--- config.mk ---
export PLATFORM = sky130hd
export DESIGN_NAME = rib_ex_bridge
export DESIGN_NICKNAME = d
export VERILOG_FILES = /design/src/rtl/rib_ex_bridge_pkg.sv /design/src/rtl/rib_ex_bridge_timeout_cnt.sv /design/src/rtl/rib_ex_bridge.sv
export SDC_FILE = /design/constraint.sdc
export NUM_CORES = 1
export LEC_CHECK = 0
export ABC_AREA = 1
export BUFFER_PORTS_ARGS = -buffer_cell sky130_fd_sc_hd__buf_2
export CAP_MARGIN = 20
export CORE_UTILIZATION = 50
export DETAILED_ROUTE_END_ITERATION = 16
export PLACE_DENSITY = 0.78
export SETUP_SLACK_MARGIN = 0.4
export SLEW_MARGIN = 20
export SYNTH_ARGS = -nofsm -noshare
export SYNTH_HDL_FRONTEND = slang
export SYNTH_SLANG_ARGS = --single-unit
export TNS_END_PERCENT = 50
--- constraint.sdc ---
create_clock -name clk -period 2.11 [get_ports clk]
set_clock_uncertainty 0.2 [all_clocks]
set_input_delay 0.1055 -clock clk [delete_from_list [all_inputs] [get_ports clk]]
set_output_delay 0.1055 -clock clk [all_outputs]
set_load 0.05 [all_outputs]
--- src/rtl/rib_ex_bridge_pkg.sv ---
// Shared definitions for the core-to-peripheral bus bridge.
// Provides the bus widths and the bridge FSM state encoding used by
// rib_ex_bridge and its timeout counter.
package rib_ex_bridge_pkg;

  localparam int unsigned MEM_ADDR_W = 32;
  localparam int unsigned MEM_DATA_W = 32;

  typedef enum logic [1:0] {
    ST_IDLE = 2'd0,
    ST_REQ  = 2'd1,
    ST_WAIT = 2'd2,
    ST_DONE = 2'd3
  } bridge_state_e;

endpackage

--- src/rtl/rib_ex_bridge_timeout_cnt.sv ---
// Access timeout counter for the bus bridge.
// Counts up while en is high and saturates at TIMEOUT-1, where expired is
// raised. clr returns the count to zero and has priority over en.
// Ports:
//   clk, rst  clock and synchronous active-high reset
//   clr       clear the count
//   en        advance the count
//   expired   count has reached TIMEOUT-1
module bus_timeout_cnt #(
  parameter int unsigned TIMEOUT = 256
) (
  input  logic clk,
  input  logic rst,
  input  logic clr,
  input  logic en,
  output logic expired
);

  localparam int unsigned CNT_W = (TIMEOUT > 2) ? $clog2(TIMEOUT) : 1;
  localparam logic [CNT_W-1:0] LAST = CNT_W'(TIMEOUT - 1);

  logic [CNT_W-1:0] count;

  always_ff @(posedge clk) begin
    if (rst) begin
      count <= '0;
    end else if (clr) begin
      count <= '0;
    end else if (en && !expired) begin
      count <= count + CNT_W'(1);
    end
  end

  assign expired = (count == LAST);

endmodule

--- src/rtl/rib_ex_bridge.sv ---
// Bridge from the core's single-cycle data-bus port to a multi-cycle
// req/gnt/rvalid peripheral bus. The core is stalled through hold_flag_o
// until the slave finishes; every access is bounded by a timeout.
//
// state | meaning
// IDLE  | no access; a core request is latched into the mem_* registers
// REQ   | mem_req_o asserted, waiting for the grant
// WAIT  | read granted, waiting for mem_rvalid_i
// DONE  | one cycle with hold released so the core samples ex_rdata_o
//
// Ports:
//   clk, rst                 clock and synchronous active-high reset
//   ex_addr_i/ex_wdata_i/ex_req_i/ex_we_i   core access
//   ex_rdata_o, hold_flag_o  read data and stall back to the core
//   mem_req_o/mem_we_o/mem_addr_o/mem_wdata_o  slave request side
//   mem_gnt_i/mem_rvalid_i/mem_rdata_i/mem_err_i  slave response side
//   err_clr_i, err_o         sticky error flag and its clear
module rib_ex_bridge
  import rib_ex_bridge_pkg::*;
#(
  parameter int unsigned            TIMEOUT  = 256,
  parameter logic [MEM_DATA_W-1:0]  ERR_DATA = 32'hDEADBEEF
) (
  input  logic                  clk,
  input  logic                  rst,
  input  logic [MEM_ADDR_W-1:0] ex_addr_i,
  input  logic [MEM_DATA_W-1:0] ex_wdata_i,
  input  logic                  ex_req_i,
  input  logic                  ex_we_i,
  output logic [MEM_DATA_W-1:0] ex_rdata_o,
  output logic                  hold_flag_o,
  output logic                  mem_req_o,
  output logic                  mem_we_o,
  output logic [MEM_ADDR_W-1:0] mem_addr_o,
  output logic [MEM_DATA_W-1:0] mem_wdata_o,
  input  logic                  mem_gnt_i,
  input  logic                  mem_rvalid_i,
  input  logic [MEM_DATA_W-1:0] mem_rdata_i,
  input  logic                  mem_err_i,
  input  logic                  err_clr_i,
  output logic                  err_o
);

  bridge_state_e         state, state_next;
  logic [MEM_DATA_W-1:0] rdata_q, rdata_next;
  logic                  rdata_load;
  logic                  err_set;
  logic                  expired;

  bus_timeout_cnt #(.TIMEOUT(TIMEOUT)) u_timeout (
    .clk     (clk),
    .rst     (rst),
    .clr     (state == ST_IDLE),
    .en      ((state == ST_REQ) || (state == ST_WAIT)),
    .expired (expired)
  );

  // Grant/response are checked before the timeout so a slave answering in
  // the expiry cycle still completes normally.
  always_comb begin
    state_next = state;
    rdata_next = rdata_q;
    rdata_load = 1'b0;
    err_set    = 1'b0;
    case (state)
      ST_IDLE: begin
        if (ex_req_i) state_next = ST_REQ;
      end
      ST_REQ: begin
        if (mem_gnt_i) begin
          if (mem_err_i) begin
            state_next = ST_DONE;
            rdata_load = 1'b1;
            rdata_next = ERR_DATA;
            err_set    = 1'b1;
          end else if (mem_we_o) begin
            state_next = ST_DONE;
          end else if (mem_rvalid_i) begin
            state_next = ST_DONE;
            rdata_load = 1'b1;
            rdata_next = mem_rdata_i;
          end else begin
            state_next = ST_WAIT;
          end
        end else if (expired) begin
          state_next = ST_DONE;
          rdata_load = 1'b1;
          rdata_next = ERR_DATA;
          err_set    = 1'b1;
        end
      end
      ST_WAIT: begin
        if (mem_rvalid_i) begin
          state_next = ST_DONE;
          rdata_load = 1'b1;
          rdata_next = mem_err_i ? ERR_DATA : mem_rdata_i;
          err_set    = mem_err_i;
        end else if (expired) begin
          state_next = ST_DONE;
          rdata_load = 1'b1;
          rdata_next = ERR_DATA;
          err_set    = 1'b1;
        end
      end
      ST_DONE: begin
        state_next = ST_IDLE;
      end
    endcase
  end

  always_ff @(posedge clk) begin
    if (rst) begin
      state       <= ST_IDLE;
      mem_we_o    <= 1'b0;
      mem_addr_o  <= '0;
      mem_wdata_o <= '0;
      rdata_q     <= '0;
      err_o       <= 1'b0;
    end else begin
      state <= state_next;
      if ((state == ST_IDLE) && ex_req_i) begin
        mem_we_o    <= ex_we_i;
        mem_addr_o  <= ex_addr_i;
        mem_wdata_o <= ex_wdata_i;
      end
      if (rdata_load) rdata_q <= rdata_next;
      if (err_set) begin
        err_o <= 1'b1;
      end else if (err_clr_i) begin
        err_o <= 1'b0;
      end
    end
  end

  assign mem_req_o   = (state == ST_REQ);
  assign hold_flag_o = ex_req_i && (state != ST_DONE);
  assign ex_rdata_o  = (state == ST_DONE) ? rdata_q : '0;

endmodule

Word-level counts from Yosys, hierarchy flattened
Cells that the tools add are included.
{"block": "op_classes", "muxes": 30, "n_reduce_logical": 10, "eq_ne": 8, "n_addsub": 1}
{"operator": "$mux W32", "n": 8}
{"operator": "$pmux W32 S2", "n": 1}
{"operator": "$mux W1", "n": 14}
{"operator": "$add A8 B1 Y8 const B", "n": 1}
{"operator": "$eq A8 B8 Y1 const B", "n": 1}
{"operator": "$mux W2", "n": 4}
{"operator": "$pmux W2 S4", "n": 1}
{"operator": "$eq A2 B2 Y1 const B", "n": 2}
{"operator": "$ne A2 B2 Y1 const B", "n": 2}
{"operator": "$ne A4 B2 Y1 const B", "n": 1}
{"operator": "$ne A4 B3 Y1 const B", "n": 1}
{"operator": "$pmux W1 S2", "n": 2}
{"operator": "$reduce_and A4 Y1", "n": 1}
{"operator": "$reduce_bool A2 Y1", "n": 2}
{"operator": "$logic_and A1 B1 Y1", "n": 3}
{"operator": "$eq A2 B1 Y1 const B", "n": 1}
{"operator": "$logic_not A2 Y1", "n": 1}
{"operator": "$reduce_or A2 Y1", "n": 1}
{"operator": "$logic_not A1 Y1", "n": 1}
{"operator": "$logic_or A1 B1 Y1", "n": 1}
{"block": "word_totals", "regBits": 108}

Longest topological paths before layout
Gate-level depths: netlist of the first run.
{"block": "depth", "word_depth": 6, "ltp_mapped": 12}

Cells and area by module
Synthesis of the first run repeated with hierarchy kept, for this count alone.
{"block": "hier_totals", "cells_unflattened": 771, "hier_area_um2": 5149.9}
{"mod": "rib_ex_bridge", "area_per_inst_um2": 4693.3, "seq_area_each_um2": 2001.9, "cells_per_inst": 699, "n_inst": 1}
{"mod": "bus_timeout_cnt", "area_per_inst_um2": 456.7, "seq_area_each_um2": 160.2, "cells_per_inst": 72, "n_inst": 1}

Worst setup path before layout of the first run
OpenSTA, ideal clock, no wires.
{"block": "synth_path", "path_kind": "flip-flop to flip-flop", "from": "reg state[1]", "to": "reg rdata_q[0]", "stages_incl_launch_ff": 9, "required_ps": 1797, "setup_slack_ps": 91, "arrival_ps": 1707, "period_less_slack_ps": 2019, "path_cell_list": "dfxtp_1 inv_1 ha_1 nor3b_2 nor2_2 nand2_4 buf_2 nor2_1 nor2_1"}
{"block": "synth_between", "elab_chain_cells": 3, "word_cells_on_any_way": 8, "classes_between": "4 x eq/ne; 2 x mux; 2 x reduce/logical"}
{"item": "from (decl)", "line": "rib_ex_bridge.sv:44", "text": "bridge_state_e state, state_next;"}
{"item": "from (signal assigned)", "line": "rib_ex_bridge.sv:120", "text": "state <= state_next;"}
{"item": "$eq A2 B1 Y1 (*)"}
{"item": "via mem_req_o", "line": "rib_ex_bridge.sv:32", "text": "output logic mem_req_o,"}
{"item": "$ne A4 B2 Y1 (no line) (tied with other cells)"}
{"item": "$reduce_and A4 Y1 (no line)"}
{"item": "to (signal assigned)", "line": "rib_ex_bridge.sv:126", "text": "if (rdata_load) rdata_q <= rdata_next;"}
{"item": "to (decl)", "line": "rib_ex_bridge.sv:45", "text": "logic [MEM_DATA_W-1:0] rdata_q, rdata_next;"}
The timed path passes the listed nets; every way through them passes the cells marked *.
A chain may end at the register's enable or synchronous reset.

Worst setup path in the final report of the first run
{"block": "layout_path", "from": "reg u_timeout.count[0]", "to": "reg rdata_q[4]"}
{"block": "layout_between", "elab_chain_cells": 5, "word_cells_on_any_way": 10, "classes_between": "1 x eq/ne; 8 x mux; 1 x reduce/logical"}
{"item": "from (decl)", "line": "rib_ex_bridge_timeout_cnt.sv:22", "text": "logic [CNT_W-1:0] count;"}
{"item": "from (signal assigned)", "line": "rib_ex_bridge_timeout_cnt.sv:30", "text": "count <= count + CNT_W'(1);"}
{"item": "$eq A8 B8 Y1 (*)", "line": "rib_ex_bridge_timeout_cnt.sv:34", "text": "assign expired = (count == LAST);"}
{"item": "$mux W1", "line": "rib_ex_bridge.sv:85, rib_ex_bridge.sv:98"}
{"item": "$mux W1 (on tied branches)", "line": "rib_ex_bridge.sv:93, rib_ex_bridge.sv:70"}
{"item": "$pmux W1 S2", "line": "rib_ex_bridge.sv:65", "text": "case (state)"}
{"item": "$reduce_and A4 Y1 (no line)"}
Every way passes the cells marked *; elsewhere a longest branch is shown, timed or not.

==> results_dict.tcl, run 1 <==
set metrics [dict create \
    synth_top_family_by_area "simple AND/OR/NAND/NOR gates" \
    synth_top_area_frac 0.3770 \
    min_path_cells 7 \
    cts_tree "done" \
    postSynthNetCount 1056 \
    leakage_uw 0.004698 \
    synthSimpleGateAreaFrac 0.4026 \
    rsz0062_at_grt "yes" \
    synth_area_mm2 0.005734 \
    antenna_found_initial 0 \
    finalHoldViolCount 0 \
    num_rows 38 \
    dp_cells 1248 \
    ff2ff_path_depth 12 \
    crit_path_max_fanout 13 \
    first_pass_iters 5 \
    crit_chain "ha_4, nand2_4, nor2_4, nand2_4, nand2_2, nand2_2, nand2_4, nand2_8, buf_12, nand2_1, nand2_1, nor2_1" \
    status "finished, final reports clean" \
    avgSynthCellArea_um2 6.062 \
    clock_sinks 108 \
    fin_tns_setup_ns 0 \
    io_pins 204 \
    ys_warn_count 0 \
    slew_headroom 0.6481 \
    slowest_delay_ns 0.38 \
    dp_hpwl_um 10430 \
    grt_pass1_vias 6659 \
    diodes 0 \
    portBuffers 203 \
    synth_top_cell_by_area "dfxtp_1" \
    maxSlewViolCount 0 \
    period_needed_ns 1.848 \
    cts_buffers 9 \
    clock-root-buffer "clkbuf_16" \
    worst_pin_slew_ns 0.5278 \
    path_class "register to register" \
    setup_viol 0 \
    wl_per_cell_um 14.64 \
    synthCells 946 \
    start_util 0.5221 \
    ys_ff_latch 108 \
    ys_seq_area_frac 0.3770 \
    fin_util 0.7932 \
    drive_gt1_frac 0.2614 \
    drt_wl_total_um 20020 \
    nets 1333 \
    clk_latency_ns 0.35 \
    drt_iter0_drc 419 \
    coreArea_mm2 0.01098 \
    vias 7199 \
    die_w_um 109.1 \
    ant_nets 0 \
    h-tree-depth 3 \
    required_ns 2.19 \
    critPathSlowestCell "dfxtp_2" \
    track_usage 0.3357 \
    synthMuxAreaShare 0 \
    synth_fa_ha_area_frac 0.01309 \
    finalCritPeriodShare 0.8760 \
    netlist-cell-type-count 27 \
    die_area_mm2 0.01190 \
    grt.overflow.total 0 \
    grt_max_degree 66 \
    drcViolationCount 0 \
    clkTransAtPathRegs_ns 0.08 \
    gp_congestion 0.8415 \
    area_growth_pct 51.93 \
    p_per_area_mw_per_mm2 697.7 \
    viasPerCell 5.262 \
    hold_path_class "input port to register" \
    yosys.area_share.xor_xnor 0.001527 \
    fin_ws_ns 0.2617 \
    crit_top_cell "nand2_4" \
    start_kind "register" \
    ir_drop_uv 712.3 \
    clock_path_buffers 2 \
    fmax_mhz 541.0 \
    whs_ns 0.0004468 \
    crit_path_end_kind "register" \
    fin_cells 1368 \
    die_h_um 109.1 \
    critical_path_arrival_ns 1.93 \
    place_ws_ns 0.1426 \
    synth_compound_area_frac 0.09950 \
    grt_pass1_wl_um 31440 \
    drv_cap 0 \
    yosys-top-cells-area "dfxtp_1 38%, nand2_1 15%, nor2_1 14%, nand3_1 9.3%, o21ai_0 6.3%" \
    fill_cells 739 \
]
==> repair_timing <==
item | 4_1_cts | 5_1_grt
endpoints found under the hold margin | 91 | 0
hold buffers | 83 | 0
endpoints found under the setup margin | 72 | 78
setup buffers | 14 | 2
pin swaps | 29 | 23
cloned | 3 | 2
gates resized for setup | 87 | 45
==> worst paths after layout <==
path                                   startpoint                 endpoint  slack, ns
hold reg to reg                err_o$_SDFFE_PP0P_       err_o$_SDFFE_PP0P_       0.27
setup reg to reg  u_timeout.count[0]$_SDFFE_PP0P_  rdata_q[4]$_SDFFE_PP0P_       0.26
setup / recovery  u_timeout.count[0]$_SDFFE_PP0P_  rdata_q[4]$_SDFFE_PP0P_       0.26
hold / removal                     mem_rdata_i[9]  rdata_q[9]$_SDFFE_PP0P_     0.0004
==> layout by cell type, fill, tap and decap left out, types with 3 or more instances in the layout <==
| cell type | count |
|---|---|
| buf_4 | 46 |
| a21oi_1 | 36 |
| nand3_2 | 12 |
| clkbuf_16 | 11 |
| nand2_4 | 7 |
| nand2_2 | 9 |
| dlygate4sd3_1 | 83 |
| nand3_1 | 94 |
| nor2_1 | 213 |
| ha_4 | 5 |
| o21ai_1 | 7 |
| nor2_4 | 3 |
| nand2_1 | 217 |
| dfxtp_1 | 103 |
| buf_12 | 8 |
| buf_16 | 3 |
| inv_2 | 10 |
| o21ai_0 | 68 |
| buf_2 | 170 |
| nor2_2 | 5 |
| buf_8 | 7 |
| dfxtp_2 | 3 |
| buf_6 | 10 |
| inv_1 | 74 |
==> critical path: cells and delay by family (launching register included) <==
kind | cells | cell delay (ns)
simple gates | 10 | 0.86
flops | 1 | 0.38
buf+inv | 1 | 0.16
fa+ha+maj | 1 | 0.16
==> per-stage QoR <==
stage / total power, µW / instance area, µm²
after floorplan: 3602 / 5758
after global placement: 4017 / 6892
after detailed placement: 4034 / 6892
after CTS: 5962 / 8521
after global routing: 6347 / 8712
final: 6078 / 8712
==> final cells by class <==
cell class	instances	area, µm²	area share
multi-input combinational	688	3192	0.3664
clock inverter	4	56.30	0.006463
tap	140	175.2	0.02011
sequential	108	2173	0.2495
clock buffer	12	246.5	0.02829
inverter	87	331.6	0.03806
timing repair buffer	329	2537	0.2913
==> routing by layer <==
| metal | track usage | part of all wire | vias to the layer above |
|---|---|---|---|
| met2 | 0.5696 | 0.49 | 360 |
| met1 | 0.3840 | 0.38 | 3259 |
| met4 | 0.1931 | 0.047 | 0 |
| met5 | 0 | 0 | - |
| li1 | - | - | 3502 |
| met3 | 0.07950 | 0.083 | 78 |
==> synthesized netlist by cell type (all sizes together) <==
master and count:
nand3 106, inv 85, o21ai 76, clkbuf 32
nand2 234, o22ai 1, nand4 2, buf 31
dfxtp 108, xor2 1, nor3 2, a21oi 36
nor2 221, nor3b 1, clkinv 2, nand3b 2
ha 6
==> sequential cells by signal, indices dropped and copies added (netlist names) <==
name / flops
state: 2
mem_we_o: 1
err_o: 1
mem_wdata_o: 32
u_timeout.count: 8
mem_addr_o: 32
rdata_q: 32
==> power breakdown <==
group | leakage (µW) | internal [µW] | total [µW] | switching [µW]
Combinational | 0.00366 | 630 | 1930 | 1300
Sequential | 0.000890 | 2230 | 2360 | 123
Clock | 0.000148 | 968 | 1790 | 818
==> cell families after synthesis <==
| logic type | count (synthesis) |
|---|---|
| and+or+nand+nor | 568 |
| buffers and inverters | 150 |
| AOI/OAI and AO/OA | 113 |
| DFF | 108 |
| adders and majority gates | 6 |
| xor gates and xnor gates | 1 |
No activity file was read; power rests on OpenSTA's default activity.
==> inputs of run 2 (changes only) <==
==> constraint.sdc (replaced) <==
create_clock -name clk -period 1.85 [get_ports clk]
set_clock_uncertainty 0.2 [all_clocks]
set_input_delay 0.0925 -clock clk [delete_from_list [all_inputs] [get_ports clk]]
set_output_delay 0.0925 -clock clk [all_outputs]
set_load 0.05 [all_outputs]
==> run 2 against run 1 <==
The run now ends with negative setup slack left. Sequential cell count stayed put. Clock power is 25% higher. First-iteration DRC count is 100% higher. Sequential share of layout area is 2.3 points lower. Largest power group unchanged. Cell count is 0.58% higher. Clock-buffer cell count is 2 lower. Final area is 10% higher. Via count is 7.4% higher. Utilization is 8.1 points higher.
==> results_dict.tcl, run 2 (same netlist as run 1, synthesis figures left out) <==
set metrics [dict create \
    p_seq_frac 0.363 \
    worstReg2RegEnd "u_timeout.count[3]$_SDFFE_PP0P_" \
    io_pins 204 \
    drt_iter0_drc 836 \
    ir_drop_uv 743.1 \
    crit_path_end_kind "register" \
    fmax_mhz 538.4 \
    clk_latency_ns 0.36 \
    coreArea_mm2 0.01098 \
    p_per_area_mw_per_mm2 793.2 \
    die_h_um 109.1 \
    dp_hpwl_um 10750 \
    start_kind "register" \
    fin_ws_ns -0.007351 \
    crit_path_max_fanout 20 \
    clock_sinks 108 \
    maxSlewViolCount 0 \
    final_cell_mix "185 x nand2_1, 171 x nor2_1, 169 x buf_2" \
    ant_nets 0 \
    die_area_mm2 0.01190 \
    grt_max_degree 100 \
    h-tree-depth 3 \
    track_usage 0.3337 \
    clock-root-buffer "clkbuf_16" \
    die_w_um 109.1 \
    top_regs "mem_addr_o x32, mem_wdata_o x32, rdata_q x32" \
    r2r_slack_ns -0.007 \
    ff2ff_path_depth 10 \
    clkPwrFrac 0.292 \
    p_sw_frac 0.3801 \
    pwr-share-comb 0.344 \
    period_needed_ns 1.857 \
    setup_viol 3 \
    worstHoldEndpoint "rdata_q[21]$_SDFFE_PP0P_" \
    min_path_cells 7 \
    clock_path_buffers 2 \
    whs_ns 0.01244 \
    hold_path_class "input port to register" \
    violations "negative setup slack" \
    fin_tns_setup_ns -0.01547 \
    start_util 0.5221 \
    fill_cells 546 \
    finalHoldViolCount 0 \
    p_sw_uw 2894 \
    nets 1340 \
    rsz0062_at_grt "yes" \
    grt.overflow.total 0 \
    vias 7732 \
    portBuffers 203 \
    gp_congestion 0.8466 \
    slew_headroom 0.7252 \
    clkTransAtPathRegs_ns 0.08 \
    grt_pass1_vias 6589 \
    cts_buffers 9 \
    grt_pass1_wl_um 31110 \
    path_class "register to register" \
    status "finished, violations left" \
    required_ns 1.89 \
    critical_path_arrival_ns 1.89 \
    first_pass_iters 5 \
    drt_wl_total_um 24850 \
    drv_cap 0 \
    leakage_uw 0.005239 \
    min_from "mem_rdata_i[21]" \
    antenna_found_initial 0 \
    drive_gt1_frac 0.3409 \
    area_growth_pct 67.40 \
    drcViolationCount 0 \
    num_rows 38 \
    finalCritPeriodShare 1.004 \
    r2r-start "u_timeout.count[0]$_SDFFE_PP0P_" \
    worst_pin_slew_ns 0.4091 \
    viasPerCell 5.619 \
    power.internal_uw 4720 \
    layout_commonest_cell "nand2_1" \
    cts_tree "done" \
    wl_per_cell_um 18.06 \
]
## run 2: cell types whose count changed in the layout (fill, tap and decap cells not counted), sizes merged
| cell | delta |
|---|---|
| clkinv | +1 |
| clkbuf | +6 |
| buf | -2 |
| dlygate4sd3 | +1 |
| bufinv | +1 |
| diode | +1 |
## run 2: cell type report
| cell class | instances | area (µm²) | area share |
|---|---|---|---|
| clock buffer | 10 | 239.0 | 0.02490 |
| clock inverter | 6 | 93.84 | 0.009776 |
| multi-input combinational | 688 | 3641 | 0.3793 |
| inverter | 87 | 352.8 | 0.03676 |
| antenna | 1 | 2.502 | 0.0002607 |
| sequential | 108 | 2173 | 0.2264 |
| timing repair buffer | 336 | 2922 | 0.3044 |
| tap | 140 | 175.2 | 0.01825 |
## run 2: layer usage
layer / wire length, µm / share of wire / track usage / up-vias
met5: 0 / 0 / 0 / -
li1: - / - / - / 3519
met4: 1551 / 0.062 / 0.1708 / 0
met2: 12150 / 0.49 / 0.5728 / 583
met3: 2562 / 0.10 / 0.08368 / 169
met1: 8594 / 0.35 / 0.3814 / 3461
## run 2: repair_timing
item                                   CTS  global route
gates resized for setup                 88           244
hold buffers                            84             0
endpoints found under the hold margin   88             0
setup buffers                            4             6
pin swaps                                1            48
setup endpoints to repair              142           142
gates cloned                             2            10
## run 2: power groups by stage
| stage | registers, µW | clock network, µW | logic [µW] |
|---|---|---|---|
| finish | 2770 | 2230 | 2620 |
| global route | 2780 | 2320 | 2770 |
| CTS | 2670 | 2210 | 2130 |
| detailed placement | 2720 | 0 | 1910 |
| global placement | 2710 | 0 | 1890 |
| floorplan | 3300 | 0 | 860 |
## run 2: worst max-delay path: stages, from the launching register on
cell and delay [ns]:
dfxtp_2 0.34, ha_4 0.17, nand2_4 0.07, nor2_4 0.05, nand2_4 0.11, buf_6 0.20
nand2_2 0.09, inv_2 0.10, nand2_1 0.10, o21ai_1 0.22, a21oi_1 0.08
## run 2: worst max-delay path by stage
| stage | start | endpoint | cells after the start |
|---|---|---|---|
| 6_report | u_timeout.count[0]$_SDFFE_PP0P_ | u_timeout.count[3]$_SDFFE_PP0P_ | 10 |
| 5_1_grt | u_timeout.count[0]$_SDFFE_PP0P_ | u_timeout.count[3]$_SDFFE_PP0P_ | 10 |
| 4_1_cts | u_timeout.count[1]$_SDFFE_PP0P_ | rdata_q[0]$_SDFFE_PP0P_ | 12 |
| 3_5_place_dp | u_timeout.count[1]$_SDFFE_PP0P_ | rdata_q[0]$_SDFFE_PP0P_ | 12 |
| 3_3_place_gp | u_timeout.count[1]$_SDFFE_PP0P_ | rdata_q[9]$_SDFFE_PP0P_ | 12 |
| 2_1_floorplan | u_timeout.count[1]$_SDFFE_PP0P_ | rdata_q[0]$_SDFFE_PP0P_ | 11 |
## run 2: metrics by stage
step	std cells	area [µm²]	power [µW]	util	worst slack, ns
after floorplan	946	5873	4157	-	0.1881
after global placement	1253	6982	4605	0.6357	0.08066
after detailed placement	1253	6982	4626	0.6357	0.04106
after CTS	1359	8541	7011	0.7776	0.1047
after global routing	1375	9597	7869	0.8738	-0.1130
final	1376	9599	7614	0.8740	-0.007351
